**config.mk**
```make
export PLATFORM = sky130hd
export DESIGN_NAME = imem_loader
export DESIGN_NICKNAME = d
export VERILOG_FILES = /design/src/rtl/imem_loader.sv
export SDC_FILE = /design/constraint.sdc
export NUM_CORES = 1
export LEC_CHECK = 0
export CAP_MARGIN = 15
export CORE_ASPECT_RATIO = 1.1
export CORE_MARGIN = 3
export CORE_UTILIZATION = 54
export CTS_CLUSTER_SIZE = 40
export DETAILED_ROUTE_END_ITERATION = 8
export HOLD_SLACK_MARGIN = 0.12
export PLACE_DENSITY = 0.79
export SLEW_MARGIN = 15
export SYNTH_ARGS = -nofsm -noshare
export SYNTH_HDL_FRONTEND = slang
export SYNTH_SLANG_ARGS = --single-unit
```
**constraint.sdc**
```tcl
create_clock -name clk -period 2.2 [get_ports clk]
set_input_delay 0.55 -clock clk [delete_from_list [all_inputs] [get_ports clk]]
set_output_delay 0.55 -clock clk [all_outputs]
set_load 0.1 [all_outputs]
```
**src/rtl/imem_loader.sv**
```systemverilog
// ============================================================================
// Module   : imem_loader
// Purpose  : Boot-time loader that streams bytes into the instruction memory.
//            Build option IMEM_LOADER_CHECKSUM_EN adds a trailing XOR checksum.
// Revision : 1.0
// ============================================================================
`default_nettype none

module imem_loader #(
    parameter int ADDR_W    = 10,
    parameter int MAX_WORDS = 256
) (
    input  logic              clk,
    input  logic              rst_n,
    input  logic              start,
    input  logic [7:0]        rx_data,
    input  logic              rx_valid,
    output logic              rx_ready,
    output logic              imem_we,
    output logic [ADDR_W-1:0] imem_addr,
    output logic [31:0]       imem_wd,
    output logic              cpu_hold,
    output logic              busy,
    output logic              done,
    output logic              err_len,
    output logic              err_ck
);

    // One extra index bit lets idx reach MAX_WORDS after the last write.
    localparam int          IDX_W = ADDR_W - 1;
    localparam logic [15:0] C_MAX = 16'(MAX_WORDS);

    typedef enum logic [2:0] {
        ST_IDLE  = 3'd0,
        ST_HDR0  = 3'd1,
        ST_HDR1  = 3'd2,
        ST_BYTE  = 3'd3,
        ST_WRITE = 3'd4,
        ST_DONE  = 3'd5
`ifdef IMEM_LOADER_CHECKSUM_EN
        , ST_CK  = 3'd6
`endif
    } state_t;

    state_t           state;
    state_t           next_state;
    logic [7:0]       len_lo;
    logic [15:0]      len;
    logic [IDX_W-1:0] idx;
    logic [1:0]       bcnt;
    logic [31:0]      word;

    logic             w_xfer;
    logic [15:0]      w_n;
    logic [IDX_W-1:0] w_idx_inc;
    logic             w_last;

    assign w_xfer    = rx_valid && rx_ready;
    assign w_n       = {rx_data, len_lo};
    assign w_idx_inc = idx + 1'b1;
    assign w_last    = (16'(w_idx_inc) == len);

    assign imem_we  = (state == ST_WRITE);
    assign done     = (state == ST_DONE);
    assign busy     = (state != ST_IDLE);
    assign cpu_hold = busy && !done;

    always_comb begin
        next_state = state;
        rx_ready   = 1'b0;
        case (state)
            ST_IDLE: begin
                if (start) next_state = ST_HDR0;
            end
            ST_HDR0: begin
                rx_ready = 1'b1;
                if (w_xfer) next_state = ST_HDR1;
            end
            ST_HDR1: begin
                rx_ready = 1'b1;
                if (w_xfer) begin
                    if (w_n == 16'd0 || w_n > C_MAX) next_state = ST_DONE;
                    else                             next_state = ST_BYTE;
                end
            end
            ST_BYTE: begin
                rx_ready = 1'b1;
                if (w_xfer && bcnt == 2'd3) next_state = ST_WRITE;
            end
            ST_WRITE: begin
`ifdef IMEM_LOADER_CHECKSUM_EN
                next_state = w_last ? ST_CK : ST_BYTE;
`else
                next_state = w_last ? ST_DONE : ST_BYTE;
`endif
            end
`ifdef IMEM_LOADER_CHECKSUM_EN
            ST_CK: begin
                rx_ready = 1'b1;
                if (w_xfer) next_state = ST_DONE;
            end
`endif
            ST_DONE: next_state = ST_IDLE;
            default: next_state = ST_IDLE;
        endcase
    end

`ifdef IMEM_LOADER_CHECKSUM_EN
    logic [7:0] ck;
`else
    assign err_ck = 1'b0;
`endif

    always_ff @(posedge clk or negedge rst_n) begin
        if (!rst_n) begin
            state     <= ST_IDLE;
            len_lo    <= '0;
            len       <= '0;
            idx       <= '0;
            bcnt      <= '0;
            word      <= '0;
            imem_addr <= '0;
            imem_wd   <= '0;
            err_len   <= 1'b0;
`ifdef IMEM_LOADER_CHECKSUM_EN
            ck        <= '0;
            err_ck    <= 1'b0;
`endif
        end else begin
            state <= next_state;
            case (state)
                ST_IDLE: begin
                    if (start) begin
                        idx     <= '0;
                        bcnt    <= '0;
                        err_len <= 1'b0;
`ifdef IMEM_LOADER_CHECKSUM_EN
                        ck      <= '0;
                        err_ck  <= 1'b0;
`endif
                    end
                end
                ST_HDR0: begin
                    if (w_xfer) len_lo <= rx_data;
                end
                ST_HDR1: begin
                    if (w_xfer) begin
                        len <= w_n;
                        if (w_n > C_MAX) err_len <= 1'b1;
                    end
                end
                ST_BYTE: begin
                    // Little-endian assembly: bytes enter at the top and shift down.
                    if (w_xfer) begin
                        word <= {rx_data, word[31:8]};
                        bcnt <= bcnt + 2'd1;
`ifdef IMEM_LOADER_CHECKSUM_EN
                        ck   <= ck ^ rx_data;
`endif
                        if (bcnt == 2'd3) begin
                            imem_addr <= {idx[IDX_W-2:0], 2'b00};
                            imem_wd   <= {rx_data, word[31:8]};
                        end
                    end
                end
                ST_WRITE: idx <= w_idx_inc;
`ifdef IMEM_LOADER_CHECKSUM_EN
                ST_CK: begin
                    if (w_xfer && rx_data != ck) err_ck <= 1'b1;
                end
`endif
                default: ;
            endcase
        end
    end

endmodule

`default_nettype wire

```
==> results of run 1 <==
## layer usage
layer	track usage [%]	vias up	wire (µm)
li1	-	1426	-
met1	27.8	1495	4000
met2	33.1	94	4210
met3	4.48	20	396
met4	9.14	0	278
met5	0	-	0
## critical path, cell delays in order (launching register included)
cell and delay [ns]:
dfrtp_2 0.47, nor2b_1 0.16, and2_1 0.22, nor2_2 0.15
buf_12 0.19
## state kept, by name (all words and copies together) (netlist names)
register	flops
state	3
err_len	1
imem_addr	8
idx	9
imem_wd	32
bcnt	2
len_lo	8
len	16
word	24
## power by group through the flow
stage | Combinational, mW | Sequential, mW | Clock, mW
2_1_floorplan | 1.32 | 3.52 | 0
3_3_place_gp | 2.70 | 2.88 | 0
3_5_place_dp | 2.77 | 2.92 | 0
4_1_cts | 2.79 | 2.88 | 1.22
5_1_grt | 3.00 | 2.96 | 1.29
6_report | 2.79 | 2.89 | 1.19
## worst max path at each step
stage / start / slack, ns / to / depth (start not counted)
after floorplan: state[0] / -0.46 / cpu_hold / 4
after global placement: rx_data[5] / -0.17 / state[2] / 6
after detailed placement: rx_data[5] / -0.24 / state[2] / 6
after CTS: state[0] / 0.02 / cpu_hold / 4
after global routing: state[0] / 0.01 / cpu_hold / 4
final: state[0] / 0.1 / cpu_hold / 4
## logic make-up (layout without fill, tap and decap cells)
logic type	Yosys count	count (layout)	share of synthesized area (%)
AND/OR/NAND/NOR	129	129	13.9
flip-flops	103	103	58.5
multiplexers	64	64	16.4
AO/OA/AOI/OAI	34	34	4.80
buffers and inverters	23	104	2.98
XOR/XNOR	14	14	2.78
adder cells (fa/ha/maj)	2	2	0.568
other	1	3	0.0851
## what timing repair did
item	CTS	global route
setup buffers	0	1
endpoints found under the setup margin	0	2
resized for setup	0	1
hold endpoints to repair	14	0
hold buffers	1	0
## cell type report
| cell class | instances | area [µm²] | area share, % |
|---|---|---|---|
| clock buffers | 9 | 124 | 2.29 |
| clock inverters | 7 | 78.8 | 1.46 |
| inverters | 3 | 11.3 | 0.209 |
| multi-input cells | 246 | 1710 | 31.7 |
| flip-flops and latches | 103 | 2580 | 47.8 |
| well taps | 105 | 131 | 2.43 |
| repair buffers | 85 | 766 | 14.2 |
## layout by cell type (no fill, tap or decap), drive strengths merged, types with 2 or more instances in the layout
cell type / count
ha: 2
nand2: 85
xor2: 7
nand4: 5
conb: 3
xnor2: 7
a21oi: 6
mux2: 64
nor2: 8
or4: 4
nor2b: 3
o31ai: 2
and3: 4
clkbuf: 9
nor4: 3
clkinv: 5
nand4b: 2
buf: 74
o21ai: 16
and2: 3
dfrtp: 103
inv: 4
a21o: 2
clkdlybuf4s50: 10
nand3: 5
a22o: 2
==> flow_summary_export.csv, run 1 <==
group,metric,value,unit
placement,hpwl,6350,µm
timing,fin_setup_tns,0,ns
global_route,grt-ovfl-total,0,
die,initial_core_util,57.4,%
placement,pre_cts_slack,-0.240,ns
yosys,syn_area,4410,µm²
timing,fin_crit,2.10,ns
run_status,outcome,"complete, no violations",
power,ir_worst_vdd,1.55,mV
routing,drt_pass1_iterations,4,
yosys,synth-seq-cells,103,
clock_tree,cts.clk_slew.worst_paths,0.10,ns
timing,finalSetupViolations,0,
yosys,yosysMostFrequentCell,"dfrtp_1",
routing,avgViaCountPerCell,5.44,
die,ios,61,
yosys,synth_common_cells,"dfrtp_1, nand2_1, mux2_1",
die,die_h,101,µm
placement,place.gp.congestion,0.844,
yosys,synth_flop_cell,"dfrtp_1",
routing,route.detailed.drc,0,
finish,syn2layout_area_growth,22.5,%
global_route,grt_max_degree,46,
global_route,grt_pass1_wl,15200,µm
min_path,hold_depth,2,
timing,setup_slack,0.0979,ns
yosys,seq_area_frac_synth,58.5,%
routing,postRouteAntennaNets,0,
power,total_power,6.87,mW
timing,worst_hold_slack,0.476,ns
power,p_sw,2.92,mW
setup_path,reg2reg_from,"idx[0]",
power,swShare,42.4,%
setup_path,path_max_fanout,9,
finish,drive_gt1_share,23.6,%
setup_path,reg2regPathDepth,6,
finish,num-fill-cells,578,
routing,wl_per_cell,15.9,µm
finish,diodes,0,
die,die_x,92.1,µm
routing,vias,3035,
finish,design_area,5400,µm²
global_route,antenna_found_initial,0,
finish,nets,462,
die,rows,33,
min_path,min-delay-start,"word[8]",
placement,port_buffers,57,
clock_tree,clk_path_buf_depth,2,
yosys,ys_async_sr_fraction,100,%
power,seqPwrFrac,42.0,%
setup_path,crit_path_end_kind,"primary output",
yosys,synth_cells,370,
setup_path,ff2ff_setup_slack,0.26,ns
die,dieArea,9280,µm²
setup_path,startpoint_type,"flop",
yosys,synth_cell_types,47,
setup_path,worstPathArrival,1.55,ns
setup_path,reg2reg_to,"state[1]",
min_path,min_path_type,"flop to flop",
yosys,synth_top_area_cell,"dfrtp_1",
yosys,yosys_warnings,0,
clock_tree,cts_tree,"done",
finish,final_core_util,70.3,%
flow_run,drv_cap,0,
clock_tree,htree_num_levels,3,
die,core,7680,µm²
min_path,min_to,"word[8]",
clock_tree,cts_root_buf,"clkbuf_8",
routing,drtIter0Drc,161,
power,leakagePower,2.76,nW
clock_tree,cts_made_buffers,9,
power,power_frac_comb,40.6,%
placement,dp.cells,540,
yosys,synth_top_area_share,58.5,%
timing,slew_viol_final,0,
setup_path,path_class,"flop to primary output",
timing,period_share,95.6,%
clock_tree,cts_sinks,103,
global_route,first_global_vias,3140,
yosys,syn-mean-instance-area,11.9,µm²
clock_tree,insertion_delay,0.35,ns
yosys,synthTopCellsByArea,"dfrtp_1, mux2_1, nand2_1",
power,p_per_area,1270,nW/µm²
finish,fin_cells,558,
power,clock_power_share,17.3,%
timing,skew,0.0102,ns
routing,wirelength,8880,µm
power,intPower,3.95,mW
yosys,synth_edf_count,0,
placement,place_area,5180,µm²
global_route,grt_usage,20.8,%
setup_path,required,1.65,ns
timing,grt_setup_unrepaired,"no",
timing,hold_viol,0,
timing,max_freq,476,MHz
Power figures use the tool's default switching activity.
==> run 2, diff against run 1 <==
CAP_MARGIN = unset   (was 15)
==> results of run 2 <==
Final layout, timing and power as in run 1 (identical DEF).
